**src/rtl/iic_page_writer.sv**
```systemverilog
`default_nettype none
// iic_page_writer (rev 1.0): single-master I2C page-write engine that drains a FWFT byte FIFO
// into a 24Cxx EEPROM as START, {DEV_ADDR,W}, word address high/low, N data bytes, STOP.
module iic_page_writer #(
    parameter int         SYS_CLK_FREQ = 50_000_000,
    parameter int         SCL_FREQ     = 250_000,
    parameter int         PAGE_SIZE    = 32,
    parameter logic [6:0] DEV_ADDR     = 7'b1010000
) (
    input  logic        sys_clk,
    input  logic        sys_rst_n,
    input  logic        start,
    input  logic [15:0] word_addr,
    input  logic [5:0]  byte_cnt,
    input  logic [7:0]  fifo_dout,
    input  logic        fifo_empty,
    output logic        fifo_rd_en,
    output logic        scl,
    output logic        sda_oe,
    input  logic        sda_in,
    output logic        busy,
    output logic        done,
    output logic        ack_err
);

    localparam int            QCNT     = SYS_CLK_FREQ / (SCL_FREQ * 4);
    localparam int            QW       = (QCNT > 1) ? $clog2(QCNT) : 1;
    localparam logic [QW-1:0] QLAST    = QW'(QCNT - 1);
    localparam logic [6:0]    PAGE_MAX = 7'(PAGE_SIZE);

    typedef enum logic [3:0] {
        S_IDLE   = 4'd0,
        S_START  = 4'd1,
        S_DEV    = 4'd2,
        S_ADDR_H = 4'd3,
        S_ADDR_L = 4'd4,
        S_DATA   = 4'd5,
        S_ACK    = 4'd6,
        S_STOP   = 4'd7,
        S_DONE   = 4'd8
    } state_t;

    state_t          state_q, state_d;
    state_t          ack_from_q, ack_from_d;
    logic [QW-1:0]   qcnt_q, qcnt_d;
    logic [1:0]      quarter_q, quarter_d;
    logic [2:0]      bit_q, bit_d;
    logic [7:0]      shift_q, shift_d;
    logic [5:0]      left_q, left_d;
    logic [15:0]     addr_q, addr_d;
    logic            nack_q, nack_d;
    logic            pending_q, pending_d;
    logic            ack_err_q, ack_err_d;

    logic            q_tick;
    logic            slot_end;
    logic            bit_scl;

    always_ff @(posedge sys_clk or negedge sys_rst_n) begin
        if (!sys_rst_n) begin
            state_q    <= S_IDLE;
            ack_from_q <= S_IDLE;
            qcnt_q     <= '0;
            quarter_q  <= '0;
            bit_q      <= '0;
            shift_q    <= '0;
            left_q     <= '0;
            addr_q     <= '0;
            nack_q     <= 1'b0;
            pending_q  <= 1'b0;
            ack_err_q  <= 1'b0;
        end else begin
            state_q    <= state_d;
            ack_from_q <= ack_from_d;
            qcnt_q     <= qcnt_d;
            quarter_q  <= quarter_d;
            bit_q      <= bit_d;
            shift_q    <= shift_d;
            left_q     <= left_d;
            addr_q     <= addr_d;
            nack_q     <= nack_d;
            pending_q  <= pending_d;
            ack_err_q  <= ack_err_d;
        end
    end

    always_comb begin
        state_d    = state_q;
        ack_from_d = ack_from_q;
        qcnt_d     = qcnt_q;
        quarter_d  = quarter_q;
        bit_d      = bit_q;
        shift_d    = shift_q;
        left_d     = left_q;
        addr_d     = addr_q;
        nack_d     = nack_q;
        pending_d  = pending_q;
        ack_err_d  = ack_err_q;

        fifo_rd_en = 1'b0;
        scl        = 1'b1;
        sda_oe     = 1'b0;
        busy       = 1'b0;
        done       = 1'b0;

        q_tick   = (qcnt_q == QLAST);
        slot_end = q_tick && (quarter_q == 2'd3);
        bit_scl  = (quarter_q == 2'd1) || (quarter_q == 2'd2);

        // Quarter timing runs in every bus state except while stalled on an empty FIFO.
        if (state_q != S_IDLE && state_q != S_DONE && !pending_q) begin
            if (q_tick) begin
                qcnt_d    = '0;
                quarter_d = quarter_q + 2'd1;
            end else begin
                qcnt_d = qcnt_q + 1'b1;
            end
        end

        case (state_q)
            S_IDLE: begin
                if (start && (byte_cnt != 6'd0) && ({1'b0, byte_cnt} <= PAGE_MAX)) begin
                    state_d   = S_START;
                    addr_d    = word_addr;
                    left_d    = byte_cnt;
                    ack_err_d = 1'b0;
                    qcnt_d    = '0;
                    quarter_d = '0;
                end
            end

            S_START: begin
                busy   = 1'b1;
                sda_oe = quarter_q[1];
                if (slot_end) begin
                    state_d = S_DEV;
                    shift_d = {DEV_ADDR, 1'b0};
                    bit_d   = '0;
                end
            end

            S_DEV, S_ADDR_H, S_ADDR_L, S_DATA: begin
                busy = 1'b1;
                if (pending_q) begin
                    scl    = 1'b0;
                    sda_oe = 1'b0;
                    if (!fifo_empty) begin
                        fifo_rd_en = 1'b1;
                        shift_d    = fifo_dout;
                        left_d     = left_q - 6'd1;
                        pending_d  = 1'b0;
                    end
                end else begin
                    scl    = bit_scl;
                    sda_oe = ~shift_q[7];
                    if (slot_end) begin
                        if (bit_q == 3'd7) begin
                            state_d    = S_ACK;
                            ack_from_d = state_q;
                            bit_d      = '0;
                        end else begin
                            shift_d = {shift_q[6:0], 1'b0};
                            bit_d   = bit_q + 3'd1;
                        end
                    end
                end
            end

            S_ACK: begin
                busy   = 1'b1;
                scl    = bit_scl;
                sda_oe = 1'b0;
                if ((quarter_q == 2'd2) && (qcnt_q == '0)) begin
                    nack_d = sda_in;
                    if (sda_in) begin
                        ack_err_d = 1'b1;
                    end
                end
                if (slot_end) begin
                    if (nack_q) begin
                        state_d = S_STOP;
                    end else begin
                        case (ack_from_q)
                            S_DEV: begin
                                state_d = S_ADDR_H;
                                shift_d = addr_q[15:8];
                            end
                            S_ADDR_H: begin
                                state_d = S_ADDR_L;
                                shift_d = addr_q[7:0];
                            end
                            default: begin
                                if (left_q == 6'd0) begin
                                    state_d = S_STOP;
                                end else begin
                                    state_d = S_DATA;
                                    if (fifo_empty) begin
                                        pending_d = 1'b1;
                                    end else begin
                                        fifo_rd_en = 1'b1;
                                        shift_d    = fifo_dout;
                                        left_d     = left_q - 6'd1;
                                    end
                                end
                            end
                        endcase
                    end
                end
            end

            S_STOP: begin
                busy   = 1'b1;
                scl    = (quarter_q != 2'd0);
                sda_oe = (quarter_q != 2'd3);
                if (slot_end) begin
                    state_d = S_DONE;
                end
            end

            S_DONE: begin
                done    = 1'b1;
                state_d = S_IDLE;
            end

            default: begin
                state_d = S_IDLE;
            end
        endcase
    end

    assign ack_err = ack_err_q;

endmodule
`default_nettype wire

```
**config.mk**
```make
export PLATFORM = sky130hd
export DESIGN_NAME = iic_page_writer
export DESIGN_NICKNAME = d
export VERILOG_FILES = /design/src/rtl/iic_page_writer.sv
export SDC_FILE = /design/constraint.sdc
export NUM_CORES = 1
export LEC_CHECK = 0
export ABC_AREA = 0
export BUFFER_PORTS_ARGS = -buffer_cell sky130_fd_sc_hd__buf_2
export CAP_MARGIN = 15
export CORE_MARGIN = 3
export CORE_UTILIZATION = 50
export CTS_CLUSTER_DIAMETER = 60
export DETAILED_ROUTE_END_ITERATION = 10
export MAX_ROUTING_LAYER = met4
export PLACE_DENSITY = 0.71
export SYNTH_ARGS = -nofsm -noshare
export SYNTH_HDL_FRONTEND = slang
export SYNTH_SLANG_ARGS = --single-unit
```
**constraint.sdc**
```tcl
create_clock -name sys_clk -period 2.9 [get_ports sys_clk]
set_input_delay 0.145 -clock sys_clk [delete_from_list [all_inputs] [get_ports sys_clk]]
set_output_delay 0.145 -clock sys_clk [all_outputs]
set_load 0.01 [all_outputs]
```
# --- After elaboration in Yosys (flattened, before gate mapping) ---
# Cells that the tools add are included.
word_totals:
  out_inout_bits: 6
  ff_bits: 52
  in_bits: 35
classes:
  mux: 67
  n_eq_ne: 34
  n_reduce_logical: 31
  n_addsub: 4
  bitwise: 2
  magnitude_cmp: 1
ops:
  columns: ["cell", "n"]
  rows:
  - ["6-bit 2-to-1 mux", 11]
  - ["8-bit 2-to-1 mux", 8]
  - ["2-bit != test (second input constant)", 15]
  - ["4-bit 2-to-1 mux", 7]
  - ["8-bit one-hot mux with 3 select lines", 1]
  - ["7-bit AND reduction", 3]
  - ["1-bit 2-to-1 mux", 20]
  - ["4-bit one-hot mux with 5 select lines", 1]
  - ["6-bit one-hot mux with 3 select lines", 1]
  - ["4-bit by 2-bit == test with 1-bit output (second input constant)", 4]
  - ["4-bit by 3-bit == test with 1-bit output (second input constant)", 4]
  - ["8-bit one-hot mux with 2 select lines", 1]
  - ["3-bit 2-to-1 mux", 5]
  - ["6-bit logical NOT", 2]
  - ["3-bit one-hot mux with 2 select lines", 2]
  - ["4-bit AND reduction", 3]
  - ["2-bit 2-to-1 mux", 5]
  - ["4-bit != test (second input constant)", 2]
  - ["2-bit nonzero test", 4]
  - ["7-bit OR reduction", 1]
  - ["6-bit by 1-bit adder with 6-bit output (second input constant)", 1]
  - ["6-bit == test (second input constant)", 1]
  - ["6-bit less-or-equal comparator (second input constant)", 1]
  - ["1-bit logical AND", 6]
  - ["22 further kinds", 30]

# --- Longest topological paths before layout ---
# Gate-level depths: netlist of run 1.
depth:
  word_depth: 7
  mapped_depth: 7

# --- Worst setup path before layout of run 1 ---
# Ideal clock, no wire load.
synth_timing:
  kind: "reg-to-reg"
  startpoint: "register qcnt_q[1]"
  endpoint: "register shift_q[0]"
  setup_time_ps: 125
  path_stages_with_launch: 8
  synth_period_minus_slack_ps: 2171
  arrival_time_ps: 2047
  slack_ps: 729
  path_cell_list: "dfrtp_1 > inv_1 > ha_1 > nand3_2 > nor4b_2 > a21oi_1 > a2111oi_4 > mux2_2"
synth_between:
  elab_chain_len: 4
synth_rtl:
  columns: ["item", "line", "source"]
  rows:
  - ["start, declared", "45", "logic [QW-1:0] qcnt_q, qcnt_d;"]
  - ["start signal, assigned", "75", "qcnt_q <= qcnt_d;"]
  - ["6-bit == test (*)", "106", "q_tick = (qcnt_q == QLAST);"]
  - ["1-bit logical AND (*)", "107", "slot_end = q_tick && (quarter_q == 2'd3);"]
  - ["3-bit != test (no line) or 2-bit != test (tied branches)", null, null]
  - ["7-bit AND reduction (no line) (*)", null, null]
  - ["end signal, assigned", "78", "shift_q <= shift_d;"]
  - ["end, declared", "48", "logic [7:0] shift_q, shift_d;"]
# Every way passes the cells marked *; elsewhere a longest branch is shown, timed or not.
# A chain may end at the register's enable or synchronous reset.

# --- Worst setup path after layout of run 1 ---
layout_timing:
  startpoint: "register qcnt_q[1]"
  endpoint: "register shift_q[2]"
# Same word-level chain as after synthesis.

==> results of run 1 <==
-- registers in the layout, summed over array words and instances, names as in the netlist --
signal      cells
ack_err         1
pending_q       1
left_q          6
shift_q         8
ack_from_q      4
bit_q           3
nack_q          1
qcnt_q          6
quarter_q       2
addr_q         16
state_q         4
-- how the worst max path moves through the flow --
stage	to	cells past startpoint
6_report	shift_q[2]	7
4_1_cts	shift_q[0]	7
3_3_place_gp	shift_q[2]	7
5_1_grt	shift_q[2]	7
3_5_place_dp	shift_q[0]	7
2_1_floorplan	shift_q[0]	7
-- logic make-up (layout without fill, tap and decap cells) --
group                      count (synthesis)  in the layout  share of synthesized area
AOI/OAI and AO/OA                         51             51                      0.118
xor gates and xnor gates                   8              8                     0.0224
adders and majority gates                 10             10                     0.0399
buffers and inverters                     30             72                     0.0379
DFF                                       52             52                      0.415
muxes                                     54             54                      0.186
and+or+nand+nor                          109            109                      0.181
-- critical path, stage by stage, from the launching register on --
cell	delay (ns)
dfrtp_1	0.41
inv_1	0.08
ha_1	0.15
nand3_2	0.12
nor4b_2	0.42
a21oi_1	0.13
a2111oi_4	0.61
mux2_2	0.41
-- layout make-up --
class / instances / area [sq um] / area share
Clock buffer: 8 / 90.1 / 0.0255
Multi-Input combinational cell: 232 / 1720 / 0.487
Sequential cell: 52 / 1300 / 0.369
Tap cell: 75 / 93.8 / 0.0266
Timing Repair Buffer: 48 / 263 / 0.0745
Inverter: 16 / 60.1 / 0.0170
-- layout by cell type, fill, tap and decap left out, types with 3 or more instances in the layout --
cell,synthesis,routed
dfrtp_1,52,52
buf_2,5,40
nor2_1,33,33
mux2_2,33,33
nand2_1,31,31
mux2i_1,21,21
inv_1,16,16
a21oi_1,16,16
ha_1,10,10
o21ai_0,8,8
nor3_1,8,8
buf_4,0,7
clkbuf_8,0,6
xor2_1,5,5
nand3_1,5,5
nor2b_1,5,5
a32o_1,5,5
or2_2,3,3
xnor2_1,3,3
-- routing by layer --
metal | global-route usage | wire length [um]
met4 | 0.0633 | 87
met5 | - | 0
met3 | 0.0330 | 290
met1 | 0.276 | 3190
met2 | 0.327 | 3280
-- stage by stage --
stage	total power, mW	hold slack (ns)
6_report	3.30	0.0557
5_1_grt	3.59	0.0559
4_1_cts	3.31	0.0562
3_5_place_dp	2.88	0.119
3_3_place_gp	2.84	0.109
2_1_floorplan	2.47	-0.151
-- power groups by stage --
stage | logic (mW) | registers, mW | clock network (mW)
2_1_floorplan | 1.27 | 1.20 | 0
3_3_place_gp | 1.54 | 1.29 | 0
3_5_place_dp | 1.57 | 1.31 | 0
4_1_cts | 1.58 | 1.29 | 0.440
5_1_grt | 1.77 | 1.35 | 0.470
6_report | 1.58 | 1.29 | 0.433
-- what timing repair did --
item	in CTS	in global routing
endpoints found under the hold margin	17	0
buffers inserted	0	0
hold buffers	1	0
==> results.py, run 1 <==
metrics = {
    "run_status": {
        "status": "completed",
    },
    "logic_synthesis": {
        "yosysSeqAreaShare": 0.415,
        "ys_async_sr_fraction": 1.00,
        "ys_seq_elements": 52,
        "syn-instance-count": 314,
        "synth_area_leaders": "dfrtp_1, mux2_2, mux2i_1",
        "yosysUniqueCellTypes": 55,
        "synth-main-ff-cell": "dfrtp_1",
        "synthTopCellsByCount": "dfrtp_1, mux2_2, nor2_1",
        "yosysWarningCount": 0,
        "syn_area_per_cell_sq_um": 9.98,
        "syn_area_sq_mm": 0.00313,
        "syn_nets": 359,
        "synth-edff-count": 0,
        "yosysMostFrequentCell": "dfrtp_1",
        "synth_top_area_frac": 0.415,
        "synth_top_cell_by_area": "dfrtp_1",
    },
    "timing": {
        "setup_ws_ns": 0.438,
        "finalCritPeriodShare": 0.849,
        "worst_slew_pin_slew_ns": 0.750,
        "timing.fmax_mhz": 406,
        "relSlewSlack": 0.500,
        "setup_violations": 0,
        "clock_skew_ns": 0.0103,
        "setup_tns_ns": 0,
        "hold_viol_final": 0,
        "rsz0062_at_grt": "false",
        "period_minus_slack_ns": 2.46,
        "maxSlewViolCount": 0,
    },
    "clock_network": {
        "cts_max_path_buffers": 2,
        "worstSkewPairLatency_ns": 0.30,
        "ctsHtreeMaxLevel": 2,
        "numCtsBuffers": 5,
        "clkSinkCount": 52,
        "cts_root_buf": "clkbuf_8",
        "cts-resized-gates": 0,
        "clk_pin_slew_ns": 0.10,
        "cts_tree": "yes",
    },
    "worst_setup_path": {
        "startpoint": "qcnt_q[1]",
        "critPathLaunchType": "flip-flop",
        "rr_worst_depth": 7,
        "arrival_ns": 2.65,
        "r2r-end": "shift_q[2]",
        "worstSetupPathType": "reg2reg",
        "worst-r2r-setup-slack_ns": 0.44,
        "crit_path_end_kind": "flip-flop",
        "worst-path-max-fanout": 8,
        "reg2reg_from": "qcnt_q[1]",
        "critPathRequiredTime_ns": 3.09,
    },
    "worst_hold_path": {
        "hold-path-endpoint": "ack_err",
        "hold_path_depth": 3,
        "min_path_type": "in2reg",
        "worstHoldStart": "sda_in",
    },
    "power": {
        "p_int_mw": 1.97,
        "power_density_mw_per_mm2": 937,
        "p_clk_frac": 0.131,
        "p_leak_nw": 1.62,
        "p_comb_frac": 0.477,
        "peakVddDrop_uv": 426,
        "netSwitchingPower_mw": 1.33,
        "swShare": 0.404,
        "p_seq_frac": 0.392,
    },
    "placement": {
        "gp_congestion": 0.887,
        "placed_cells": 422,
        "placed_area_sq_mm": 0.00343,
        "port_buffers": 40,
        "dpl.hpwl_mm": 5.06,
        "preCtsSetupSlack_ns": 0.476,
    },
    "job": {
        "max_cap_viol_count": 0,
    },
    "final_layout": {
        "nNetsFinal": 400,
        "final_area_sq_mm": 0.00353,
        "fillCellCount": 525,
        "drive_gt1_frac": 0.281,
        "diodes": 0,
        "final_util": 0.589,
        "fin_cells": 431,
        "area_delta_synth_final_pct": 12.6,
    },
    "grt": {
        "grt_pass1_wl_mm": 11.8,
        "grt_pass1_vias": 2510,
        "grt_start_max_net_pins": 36,
        "grt_usage": 0.207,
        "grt_antenna_before_repair": 0,
        "overflow": 0,
    },
    "die": {
        "dieArea_sq_mm": 0.00725,
        "die_h_um": 85.2,
        "core_sq_mm": 0.00599,
        "io_pins": 41,
        "rows": 28,
        "die_x_um": 85.2,
        "start_util": 0.523,
    },
    "detailed_routing": {
        "wire_per_inst_um": 15.9,
        "routed_wl_mm": 6.85,
        "first_pass_iters": 4,
        "viasPerCell": 5.72,
        "route.detailed.drc": 0,
        "vias": 2467,
        "antenna_left": 0,
        "drtIter0Drc": 140,
    },
}
(Power assumes the default switching activity.)
==> run 2, diff against run 1 <==
--- a/config.mk
+++ b/config.mk
@@ -5,7 +5,7 @@
 export SDC_FILE = /design/constraint.sdc
 export NUM_CORES = 1
 export LEC_CHECK = 0
-export ABC_AREA = 0
+export ABC_AREA = 1
 export BUFFER_PORTS_ARGS = -buffer_cell sky130_fd_sc_hd__buf_2
 export CAP_MARGIN = 15
 export CORE_MARGIN = 3
@@ -13,7 +13,7 @@
 export CTS_CLUSTER_DIAMETER = 60
 export DETAILED_ROUTE_END_ITERATION = 10
 export MAX_ROUTING_LAYER = met4
-export PLACE_DENSITY = 0.71
+export PLACE_DENSITY = 0.73
 export SYNTH_ARGS = -nofsm -noshare
 export SYNTH_HDL_FRONTEND = slang
 export SYNTH_SLANG_ARGS = --single-unit
==> constraint.sdc (replaced) <==
create_clock -name sys_clk -period 2.2 [get_ports sys_clk]
set_input_delay 0.11 -clock sys_clk [delete_from_list [all_inputs] [get_ports sys_clk]]
set_output_delay 0.11 -clock sys_clk [all_outputs]
set_load 0.01 [all_outputs]
==> run 2 against run 1 <==
Net effect: sequential share of layout area decreased by 2.4 points; count of clock-buffer cells in the layout is 2 lower; design area is 7.1% higher; flip-flop and latch count stayed put; wire length rose by 13%; clock power up 35%; worst hold slack worse by 0.042 ns; clock skew decreased by 0.0038 ns; critical path type is now reg2out; critical endpoint is now fifo_rd_en; largest power group unchanged; highest routed layer unchanged.
==> results.py, run 2 <==
metrics = {
    "logic_synthesis": {
        "synth-main-ff-cell": "dfrtp_1",
        "syn_area_per_cell_sq_um": 7.19,
        "synth-simple-area-share": 0.381,
        "synth_top_cell_by_area": "dfrtp_1",
        "syn_nets": 496,
        "synth-compound-area-share": 0.0981,
        "yosysUniqueCellTypes": 33,
        "synthTopCellsByCount": "nand2_1, dfrtp_1, inv_1",
        "ys_seq_elements": 52,
        "synth_area_leaders": "dfrtp_1, nand2_1, nand3_1",
        "yosysSeqAreaShare": 0.402,
        "yosysMostFrequentCell": "nand2_1",
        "syn-instance-count": 451,
        "synth-xor-area-share": 0.0108,
        "synth-edff-count": 0,
        "yosysWarningCount": 0,
        "syn_area_sq_mm": 0.00324,
        "synth_top_area_frac": 0.402,
        "synth_fa_ha_area_frac": 0.0386,
        "ys_async_sr_fraction": 1.00,
        "muxShareOfSynthArea": 0,
        "synth_top_family_by_area": "simple AND/OR/NAND/NOR gates",
    },
    "final_layout": {
        "ff_latch_area_sq_mm": 0.00130,
        "largest_reg_flops": 16,
        "area_delta_synth_final_pct": 16.6,
        "regMostFlops": "addr_q",
        "final_common_cell": "nand2_1",
        "drive_gt1_frac": 0.183,
        "final_util": 0.620,
        "diodes": 0,
        "fillCellCount": 567,
        "nNetsFinal": 557,
        "multi_input_area_sq_mm": 0.00171,
        "fin_cells": 588,
        "mostFrequentLayoutCells": "nand2_1, dfrtp_1, inv_1",
        "largestRegisters": "addr_q: 16 flops, shift_q: 8 flops",
    },
    "placement": {
        "gp_congestion": 0.936,
        "port_buffers": 40,
        "placed_cells": 566,
        "dpl.hpwl_mm": 5.86,
    },
    "grt": {
        "overflow": 0,
        "grt_start_max_net_pins": 38,
        "grt_usage": 0.225,
        "grt_pass1_wl_mm": 13.2,
        "grt_pass1_vias": 2933,
        "grt_antenna_before_repair": 0,
    },
    "clock_network": {
        "cts_tree": "yes",
        "clk_pin_slew_ns": 0.10,
        "worstSkewPairLatency_ns": 0.31,
        "cts_root_buf": "clkbuf_8",
        "clkSinkCount": 52,
        "numCtsBuffers": 5,
        "ctsHtreeMaxLevel": 2,
        "cts_max_path_buffers": 2,
    },
    "die": {
        "dieArea_sq_mm": 0.00748,
        "core_sq_mm": 0.00610,
        "die_x_um": 86.5,
        "start_util": 0.532,
        "io_pins": 41,
        "die_h_um": 86.5,
        "rows": 28,
    },
    "detailed_routing": {
        "route.detailed.drc": 0,
        "viasPerCell": 5.18,
        "drtIter0Drc": 155,
        "vias": 3043,
        "routed_wl_mm": 7.73,
        "first_pass_iters": 5,
        "wire_per_inst_um": 13.2,
        "antenna_left": 0,
    },
    "timing": {
        "timing.fmax_mhz": 519,
        "setup_violations": 0,
        "hold_viol_final": 0,
        "worst_slew_pin_slew_ns": 0.862,
        "setup_tns_ns": 0,
        "finalCritPeriodShare": 0.876,
        "period_minus_slack_ns": 1.93,
        "relSlewSlack": 0.425,
        "maxSlewViolCount": 0,
        "clock_skew_ns": 0.00658,
        "rsz0062_at_grt": "false",
    },
    "worst_hold_path": {
        "worstHoldStart": "word_addr[1]",
        "hold_path_depth": 3,
        "min_path_type": "in2reg",
        "hold-path-endpoint": "addr_q[1]",
    },
    "worst_setup_path": {
        "worst-path-max-fanout": 7,
        "reg2reg_from": "state_q[3]",
        "worstSetupPathType": "reg2out",
        "arrival_ns": 1.82,
        "critPathRequiredTime_ns": 2.09,
        "startpoint": "qcnt_q[1]",
        "critPathLaunchType": "flip-flop",
        "rr_worst_depth": 10,
        "worst-r2r-setup-slack_ns": 0.37,
        "r2r-end": "left_q[0]",
        "crit_path_end_kind": "output port",
    },
    "power": {
        "swShare": 0.470,
        "p_total_mw": 4.37,
        "netSwitchingPower_mw": 2.05,
        "p_clk_frac": 0.134,
        "p_leak_nw": 2.00,
        "p_int_mw": 2.32,
        "p_seq_frac": 0.351,
        "peakVddDrop_uv": 656,
        "power_density_mw_per_mm2": 1160,
        "p_comb_frac": 0.514,
    },
    "run_status": {
        "status": "completed",
    },
    "job": {
        "max_cap_viol_count": 0,
    },
}
-- run 2: cell count changes in the layout (fill, tap and decap cells not counted), moves of 12 or more --
cell	change
or2_2	+12
nand2_1	+122
mux2_2	-33
dlygate4sd3_1	+13
o21ai_0	+23
mux2i_1	-21
nand3_1	+31
inv_1	+29
-- run 2: layout make-up --
cell class,count,area share
inverter,50,0.0497
timing repair buffer,60,0.102
sequential,52,0.344
clock buffer,6,0.0219
clock inverter,2,0.00397
tap,75,0.0248
multi-input combinational,343,0.453
-- run 2: power groups by stage --
stage	logic (mW)	registers (mW)	clock network (mW)
global route	2.55	1.58	0.638
detailed placement	2.23	1.55	0
global placement	2.17	1.54	0
finish	2.25	1.54	0.586
floorplan	1.72	1.49	0
CTS	2.26	1.53	0.606
-- run 2: metal layers --
| layer | GRT usage | wire, um | vias up |
|---|---|---|---|
| met5 | - | 0 | - |
| met4 | 0.0595 | 125 | 0 |
| met3 | 0.0295 | 390 | 14 |
| met2 | 0.371 | 3630 | 94 |
| met1 | 0.294 | 3580 | 1385 |
| li1 | - | - | 1550 |
-- run 2: worst max path at each step --
stage                 endpoint  cells after the start  slack, ns
detailed placement   left_q[0]                     10       0.41
global placement     left_q[2]                      9       0.45
finish              fifo_rd_en                      7       0.27
CTS                 fifo_rd_en                      7       0.28
floorplan            left_q[2]                      9       0.70
global route               scl                      8       0.13
-- run 2: cells by family after synthesis --
logic type	Yosys count
xor gates and xnor gates	4
DFF	52
buffers and inverters	56
AOI/OAI and AO/OA	59
and+or+nand+nor	270
adders and majority gates	10
-- run 2: per-stage QoR --
step | setup slack [ns] | hold WS (ns) | instance area (sq um)
4_1_cts | 0.281 | 0.00683 | 3780
2_1_floorplan | 0.702 | -0.186 | 3240
5_1_grt | 0.126 | 0.0261 | 3780
3_5_place_dp | 0.411 | 0.262 | 3540
3_3_place_gp | 0.451 | 0.258 | 3540
6_report | 0.273 | 0.0139 | 3780
-- run 2: repair_timing --
action,CTS,global route
endpoints found under the hold margin,48,0
hold buffers,14,0
setup endpoints to repair,0,0
resized for setup,0,0
buffers inserted,0,0
-- run 2: critical path, stage by stage, from the launching register on --
cell and delay [ns]:
dfrtp_1 0.41, inv_1 0.09, ha_1 0.20, nand4_2 0.23
inv_1 0.14, nand4_1 0.09, a21oi_1 0.19, buf_2 0.16
